$ cat src/rtl/imem_boot_sequencer.sv
// Boot/run sequencer: streams a program image into instruction memory, reads it back
// against the load checksum, then releases the core for a bounded run or until halt.
module imem_boot_sequencer #(
    parameter int IMEM_WORDS = 512,
    parameter int CNT_W      = 32
) (
    input  logic             clk,
    input  logic             arst,
    input  logic             start,
    input  logic             abort,
    input  logic [9:0]       prog_len,
    input  logic [CNT_W-1:0] run_cycles,
    input  logic             s_valid,
    output logic             s_ready,
    input  logic [31:0]      s_data,
    output logic [63:0]      imem_addr,
    output logic             imem_wen,
    output logic             imem_ren,
    output logic [31:0]      imem_wdata,
    input  logic [31:0]      imem_rdata,
    input  logic             halt,
    output logic             cpu_arst_n,
    output logic             cpu_enable,
    output logic             busy,
    output logic             done,
    output logic             error,
    output logic [1:0]       err_code,
    output logic [31:0]      checksum,
    output logic [CNT_W-1:0] cycles_used
);

    localparam logic [2:0] S_IDLE   = 3'd0;
    localparam logic [2:0] S_LOAD   = 3'd1;
    localparam logic [2:0] S_VERIFY = 3'd2;
    localparam logic [2:0] S_RUN    = 3'd3;
    localparam logic [2:0] S_DONE   = 3'd4;
    localparam logic [2:0] S_ERROR  = 3'd5;

    localparam logic [10:0]      MAX_LEN = 11'(IMEM_WORDS);
    localparam logic [CNT_W-1:0] CNT_ONE = {{(CNT_W-1){1'b0}}, 1'b1};

    logic [2:0]       state, state_nxt;
    logic [9:0]       plen;
    logic [9:0]       idx;
    logic [9:0]       rd_idx;
    logic [9:0]       ret_cnt;
    logic [CNT_W-1:0] run_budget;
    logic [CNT_W-1:0] cu_inc;
    logic [31:0]      rd_sum, rd_sum_nxt;
    logic             rd_pend;
    logic             len_ok;
    logic             last_ret;
    logic             budget_hit;

    assign len_ok     = (prog_len != 10'd0) && ({1'b0, prog_len} <= MAX_LEN);
    assign rd_sum_nxt = rd_sum + imem_rdata;
    assign last_ret   = rd_pend && (ret_cnt == plen - 10'd1);
    assign cu_inc     = cycles_used + CNT_ONE;
    // First RUN cycle has cpu_enable low; only a zero budget can end it there.
    assign budget_hit = cpu_enable ? (cu_inc == run_budget) : (run_budget == '0);

    always_comb begin
        state_nxt = state;
        if (abort) begin
            state_nxt = S_IDLE;
        end else begin
            case (state)
                S_IDLE, S_DONE, S_ERROR: if (start) state_nxt = len_ok ? S_LOAD : S_ERROR;
                S_LOAD:   if (idx == plen) state_nxt = S_VERIFY;
                S_VERIFY: if (last_ret) state_nxt = (rd_sum_nxt == checksum) ? S_RUN : S_ERROR;
                S_RUN:    if (budget_hit || halt) state_nxt = S_DONE;
                default:  state_nxt = S_IDLE;
            endcase
        end
    end

    always_ff @(posedge clk or posedge arst) begin
        if (arst) begin
            state       <= S_IDLE;
            plen        <= '0;
            idx         <= '0;
            rd_idx      <= '0;
            ret_cnt     <= '0;
            run_budget  <= '0;
            rd_sum      <= '0;
            rd_pend     <= 1'b0;
            s_ready     <= 1'b0;
            imem_addr   <= '0;
            imem_wen    <= 1'b0;
            imem_ren    <= 1'b0;
            imem_wdata  <= '0;
            cpu_arst_n  <= 1'b0;
            cpu_enable  <= 1'b0;
            busy        <= 1'b0;
            done        <= 1'b0;
            error       <= 1'b0;
            err_code    <= 2'b00;
            checksum    <= '0;
            cycles_used <= '0;
        end else begin
            state <= state_nxt;
            busy  <= (state_nxt == S_LOAD) || (state_nxt == S_VERIFY) || (state_nxt == S_RUN);
            done  <= (state_nxt == S_DONE);
            error <= (state_nxt == S_ERROR);

            // Memory port is idle unless a write or read is issued below.
            imem_wen   <= 1'b0;
            imem_ren   <= 1'b0;
            imem_addr  <= '0;
            imem_wdata <= '0;
            rd_pend    <= imem_ren;

            if (abort) begin
                s_ready    <= 1'b0;
                cpu_arst_n <= 1'b0;
                cpu_enable <= 1'b0;
                err_code   <= 2'b00;
            end else begin
                case (state)
                    S_IDLE, S_DONE, S_ERROR: begin
                        if (start) begin
                            cpu_arst_n <= 1'b0;
                            cpu_enable <= 1'b0;
                            if (!len_ok) begin
                                err_code <= 2'b01;
                            end else begin
                                plen        <= prog_len;
                                run_budget  <= run_cycles;
                                idx         <= '0;
                                checksum    <= '0;
                                cycles_used <= '0;
                                err_code    <= 2'b00;
                                s_ready     <= 1'b1;
                            end
                        end
                    end
                    S_LOAD: begin
                        if (s_valid && s_ready) begin
                            imem_wen   <= 1'b1;
                            imem_addr  <= 64'({idx, 2'b00});
                            imem_wdata <= s_data;
                            checksum   <= checksum + s_data;
                            idx        <= idx + 10'd1;
                            s_ready    <= (idx + 10'd1) < plen;
                        end
                        // Leaving LOAD issues the read of word 0 (address already 0).
                        if (state_nxt == S_VERIFY) begin
                            imem_ren <= 1'b1;
                            rd_idx   <= 10'd1;
                            rd_sum   <= '0;
                            ret_cnt  <= '0;
                        end
                    end
                    S_VERIFY: begin
                        if (rd_idx < plen) begin
                            imem_ren  <= 1'b1;
                            imem_addr <= 64'({rd_idx, 2'b00});
                            rd_idx    <= rd_idx + 10'd1;
                        end
                        if (rd_pend) begin
                            rd_sum  <= rd_sum_nxt;
                            ret_cnt <= ret_cnt + 10'd1;
                        end
                        if (state_nxt == S_RUN)   cpu_arst_n <= 1'b1;
                        if (state_nxt == S_ERROR) err_code   <= 2'b10;
                    end
                    S_RUN: begin
                        if (cpu_enable) cycles_used <= cu_inc;
                        cpu_enable <= (state_nxt == S_RUN);
                    end
                    default: begin
                        cpu_enable <= 1'b0;
                    end
                endcase
            end
        end
    end

endmodule

$ cat config.mk
export PLATFORM = sky130hd
export DESIGN_NAME = imem_boot_sequencer
export DESIGN_NICKNAME = d
export VERILOG_FILES = /design/src/rtl/imem_boot_sequencer.sv
export SDC_FILE = /design/constraint.sdc
export NUM_CORES = 1
export LEC_CHECK = 0
export ABC_AREA = 1
export BUFFER_PORTS_ARGS = -buffer_cell sky130_fd_sc_hd__buf_4
export CORE_AREA = 2 2 249 251
export CTS_BUF_LIST = sky130_fd_sc_hd__clkbuf_4
export DETAILED_ROUTE_END_ITERATION = 10
export DIE_AREA = 0 0 251 253
export PLACE_DENSITY = 0.52
export SYNTH_ARGS = -nofsm -noshare
export SYNTH_HDL_FRONTEND = slang
export SYNTH_SLANG_ARGS = --single-unit
$ cat constraint.sdc
create_clock -name clk -period 8.85 [get_ports clk]
set_clock_uncertainty 0.2 [all_clocks]
set_input_delay 1.77 -clock clk [delete_from_list [all_inputs] [get_ports clk]]
set_output_delay 1.77 -clock clk [all_outputs]
set_load 0.05 [all_outputs]
; ---- After elaboration in Yosys (flattened, before gate mapping)
; Cells that the tools add are included.
; W data, S select, Z words.
[op_classes]
magnitude_cmp = 3
bitwise = 1
n_reduce_logical = 25
mux = 58
eq_ne = 27
add_sub_neg = 7
[ops]
columns = operator, n
row1 = $mux W32, 9
row2 = $pmux W32 S2, 3
row3 = $mux W10, 7
row4 = $add A32 B32 Y32, 2
row5 = $eq A32 B32 Y1, 2
row6 = $pmux W10 S2, 3
row7 = $mux W12, 3
row8 = $add A32 B1 Y32 const B, 1
row9 = $logic_not A32 Y1, 1
row10 = $add A10 B1 Y10 const B, 3
row11 = $pmux W12 S2, 1
row12 = $mux W3, 7
row13 = $eq A10 B10 Y1, 2
row14 = $lt A10 B10 Y1, 2
row15 = $mux W1, 16
row16 = $reduce_and A4 Y1, 4
row17 = $ne A3 B3 Y1 const B, 5
row18 = $ne A2 B2 Y1 const B, 7
row19 = $eq A3 B2 Y1 const B, 4
row20 = $eq A3 B3 Y1 const B, 4
row21 = $pmux W3 S4, 1
row22 = $le A10 B10 Y1 const B, 1
row23 = $reduce_and A5 Y1, 2
row24 = $reduce_bool A10 Y1, 1
row25 = other kinds (17), 30
[word_totals]
register_bits = 278
word_cells = 142

; ---- Logic depth before layout (Yosys ltp)
[logic_depth]
ltp_word = 11
depth_mapped = 29

; ---- Least setup slack after synthesis
; OpenSTA, ideal clock, no wires.
[synth_timing]
path_kind = input to register
from = input port imem_rdata[0]
to = register ret_cnt[0]
cell_stages = 28
slack_ns = 4.354
path_buffers = 1
setup_time_ns = 0.117
arrival_time_ns = 4.179
cell_sequence = ha_1 -> inv_1 -> fa_1 -> inv_1 -> nand2_1 -> nand2_1 -> nand3_1 -> nand2_1 -> nand2_1 -> nand2_1 -> nand2_1 -> nand3b_1 -> nand2_1 -> nand2_1 -> nand2_1 -> nor2_1 -> nand2_1 -> nor2_1 -> nand3_1 -> nand2_1 -> nand2_1 -> nand2_1 -> nand3_2 -> nand2_4 -> nand2_4 -> buf_6 -> nand2_1 -> nand2_1
[synth_between]
elab_chain_len = 9
[synth_rtl]
columns = element, line_no
row1 = start: declaration, 20  ; input logic [31:0] imem_rdata,
row2 = $add A32 B32 Y32, 56  ; assign rd_sum_nxt = rd_sum + imem_rdata;
row3 = $eq A32 B32 Y1, 70  ; S_VERIFY: if (last_ret) state_nxt = (rd_sum_nxt == checksum) ? S_RUN : S_ERROR;
row4 = $mux W3 (2 in a row), 70
row5 = $pmux W3 S4, 67  ; case (state)
row6 = $mux W3, 64  ; if (abort) begin
row7 = $eq A3 B2 Y1, 147  ; if (state_nxt == S_VERIFY) begin
row8 = $ne A2 B2 Y1 (no source line), -
row9 = $reduce_and A4 Y1 (no source line), -
row10 = end signal: assignment, 162  ; ret_cnt <= ret_cnt + 10'd1;
row11 = end: declaration, 46  ; logic [9:0] ret_cnt;
; Every way passes these cells.
; A chain may end at the register's enable or synchronous reset.

; ---- Final worst setup path
[layout_timing]
from = input port imem_rdata[0]
to = register rd_sum[14]
[layout_between]
elab_chain_len = 9
elab_cells_between_ends = 11
cone_classes = add/sub (1) / eq/ne (3) / mux (6) / reduce/logical (1)
[layout_rtl]
columns = element, line_no
row1 = $add A32 B32 Y32 (*), 56
row2 = $eq A32 B32 Y1, 70
row3 = $mux W3 (2 in a row), 70
row4 = $pmux W3 S4, 67
row5 = $mux W3, 64
row6 = $eq A3 B2 Y1, 147
row7 = $ne A2 B2 Y1 (no source line), -
row8 = $reduce_and A4 Y1 (no source line), -
row9 = end signal: assignment, 161  ; rd_sum <= rd_sum_nxt;
row10 = end: declaration, 49  ; logic [31:0] rd_sum, rd_sum_nxt;
; Every way passes the cells marked *; elsewhere a longest branch is shown, timed or not. The select of a mux whose other input is x is not followed.

==> results.json <==
{
  "wl_um": 57500,
  "syn_area_um2": 16300,
  "tritoncts": "yes",
  "initial_utilization_pct": 26.7,
  "reg2reg_setup_slack_ns": 4.15,
  "rsz0062_at_grt": "false",
  "ff2ff_path_depth": 22,
  "worstSetupEndpointType": "flip-flop",
  "path_clk_slew_ns": 0.06,
  "crit_top_cell": "nand2_1",
  "min_to": "rd_pend",
  "yosysSeqAreaShare_pct": 34.4,
  "holdWs_ns": 0.243,
  "total_power_mw": 2.99,
  "die_h_um": 253,
  "cts.path.max_buffers": 3,
  "worstPathRequired_ns": 9.29,
  "hold_class": "reg -> reg",
  "layout_common_cells": "nand2_1, inv_1, buf_4",
  "vias": 16300,
  "wl_per_cell_um": 16.7,
  "final_common_cell": "nand2_1",
  "dr.pass1.iters": 5,
  "grt_max_degree": 122,
  "dieArea_um2": 63500,
  "cts_sinks": 224,
  "drc": 0,
  "drtAntennaViolNets": 0,
  "grt_pass1_vias": 16100,
  "drv_slew": 0,
  "powerDensity_nw_per_um2": 153,
  "h-tree-depth": 3,
  "ys_ff_latch": 224,
  "status": "finished, final reports clean",
  "hpwl_um": 43600,
  "post-cts-setup-buffers": 0,
  "yosysWarnings": 0,
  "hold_depth": 0,
  "synth_ff_type": "dfrtp_1",
  "reg2reg_from": "cycles_used[0]",
  "async_reset_ff_share_pct": 100,
  "finalSetupViolCount": 0,
  "slowest_delay_ns": 0.52,
  "io_pins": 282,
  "grt_use_total_pct": 17.9,
  "grt_pass1_wl_um": 88900,
  "period_minus_slack_ns": 5.37,
  "timing.final.crit_share_pct": 60.6,
  "cts_resized": 0,
  "crit_slowest_cell": "nand2_4",
  "antenna_found_initial": 1,
  "nNetsFinal": 2808,
  "arrival_ns": 5.81,
  "worstSkewPairLatency_ns": 0.82,
  "start_kind": "primary input",
  "grt.overflow.total": 0,
  "worst_r2r_endpoint": "rd_sum[14]",
  "fp.dieW_um": 251,
  "final-hold-violation-count": 0,
  "cap_violations": 0,
  "cellLeakagePower_nw": 10.6,
  "initialDrtViolationCount": 893,
  "drt-vias-per-instance": 4.73,
  "fin_tns_setup_ns": 0,
  "row_count": 91,
  "min-delay-start": "imem_ren",
  "maxSlewHeadroom_pct": 26.0,
  "hold_buffers": 0,
  "cp_max_fo": 54,
  "design_area_um2": 19600,
  "areaGrowthSynthToFinish_pct": 20.3,
  "cts_root_buf": "clkbuf_4",
  "syn_area_per_cell_um2": 6.94,
  "finalWeightedCongestion": 0.940,
  "port_buffers": 227,
  "synth_edf_count": 0,
  "peakVddDrop_uv": 97.8,
  "cts_inserted_buffers": 75,
  "final_layout_size_suffix_gt1_share_pct": 15.2,
  "ys_types": 50,
  "tightest_slew_ns": 1.11,
  "criticalPathCategory": "in -> reg",
  "core-area_um2": 61000,
  "post_dp_cell_area_um2": 18600,
  "fmax_mhz": 186,
  "synthCells": 2345
}
-- how the worst max path moves through the flow --
| stage | start | end | cells after the start |
|---|---|---|---|
| finish | imem_rdata[0] | rd_sum[14] | 26 |
| global route | imem_rdata[0] | rd_sum[17] | 28 |
| floorplan | arst | busy | 1 |
| global placement | imem_rdata[0] | rd_sum[0] | 26 |
| detailed placement | imem_rdata[0] | rd_sum[3] | 26 |
| CTS | imem_rdata[0] | rd_sum[14] | 26 |
-- cells by family (layout without fill, tap and decap cells) --
family | after synthesis | after routing | share of synthesized area, %
flip-flops | 224 | 224 | 34.4
AO/OA/AOI/OAI | 263 | 263 | 9.24
multiplexers | 19 | 19 | 1.31
XOR/XNOR | 71 | 71 | 4.16
AND/OR/NAND/NOR | 1235 | 1235 | 32.2
buffers and inverters | 444 | 704 | 11.8
adder cells (fa/ha/maj) | 88 | 88 | 6.85
other | 1 | 55 | 0.0230
-- report_power, final --
part	total, mW	switching, mW	leakage, nW	internal [mW]
Sequential	1.18	0.0912	3.01	1.09
Combinational	0.657	0.433	7.01	0.224
Clock	1.15	0.534	0.555	0.617
-- through the flow --
stage                     setup WS [ns]  std cells  util (%)
after detailed placement           2.64       3321      30.5
after global routing               3.08       3449      32.1
final                              3.48       3449      32.1
after global placement             2.73       3321      30.5
after floorplan                   0.746       2398         -
after CTS                          3.53       3448      32.1
-- metal layers --
layer	vias up	track usage [%]	share of wire (%)
met2	548	28.8	45
li1	8016	-	-
met3	116	3.71	6.2
met1	7641	23.3	45
met4	0	7.69	3.8
met5	-	0	0
-- synthesized netlist by cell type, types with 4 or more instances --
master | instances | share of area, %
a21oi_1 | 106 | 3.3
a22o_1 | 5 | 0.27
a22oi_1 | 9 | 0.41
a31oi_1 | 5 | 0.19
and2_1 | 5 | 0.19
and3_1 | 8 | 0.31
buf_1 | 4 | 0.092
buf_2 | 8 | 0.25
buf_4 | 56 | 2.6
buf_6 | 5 | 0.35
clkbuf_1 | 32 | 0.74
dfrtp_1 | 224 | 34
ha_1 | 86 | 6.6
inv_1 | 336 | 7.7
mux2_2 | 19 | 1.3
nand2_1 | 671 | 15
nand3_1 | 211 | 6.5
nand3b_1 | 11 | 0.51
nand4_1 | 30 | 1.2
nor2_1 | 230 | 5.3
nor2_2 | 5 | 0.19
nor3_1 | 30 | 0.92
nor4_1 | 12 | 0.46
o21a_1 | 4 | 0.18
o21ai_0 | 60 | 1.8
o21bai_1 | 6 | 0.28
o22ai_1 | 49 | 1.9
o31ai_1 | 4 | 0.18
or2_2 | 6 | 0.23
xnor2_1 | 18 | 0.97
xnor3_1 | 4 | 0.55
xor2_1 | 49 | 2.6
-- sequential cells by signal (all words and copies together), names as in the netlist --
| name | cells |
|---|---|
| cpu_arst_n | 1 |
| s_ready | 1 |
| ret_cnt | 10 |
| imem_wdata | 32 |
| rd_sum | 32 |
| idx | 10 |
| plen | 10 |
| done | 1 |
| rd_idx | 10 |
| checksum | 32 |
| run_budget | 32 |
| state | 3 |
| imem_ren | 1 |
| busy | 1 |
| error | 1 |
| cpu_enable | 1 |
| cycles_used | 32 |
| imem_wen | 1 |
| err_code | 2 |
| imem_addr | 10 |
| rd_pend | 1 |
-- critical path: cells and delay by family --
family,cells,cell delay (ns)
adders and majority gates,2,0.58
buffers and inverters,4,0.34
and+or+nand+nor,20,3.08
-- cell type report --
type / count / area (µm²)
clock inverter: 26 / 198
fill: 6739 / 41400
multi-input combinational: 1730 / 8960
tap: 790 / 988
timing repair buffer: 238 / 1790
clock buffer: 101 / 758
sequential: 224 / 5610
antenna: 1 / 2.50
inverter: 339 / 1280
Note: power is estimated with default switching activity, not from simulation.
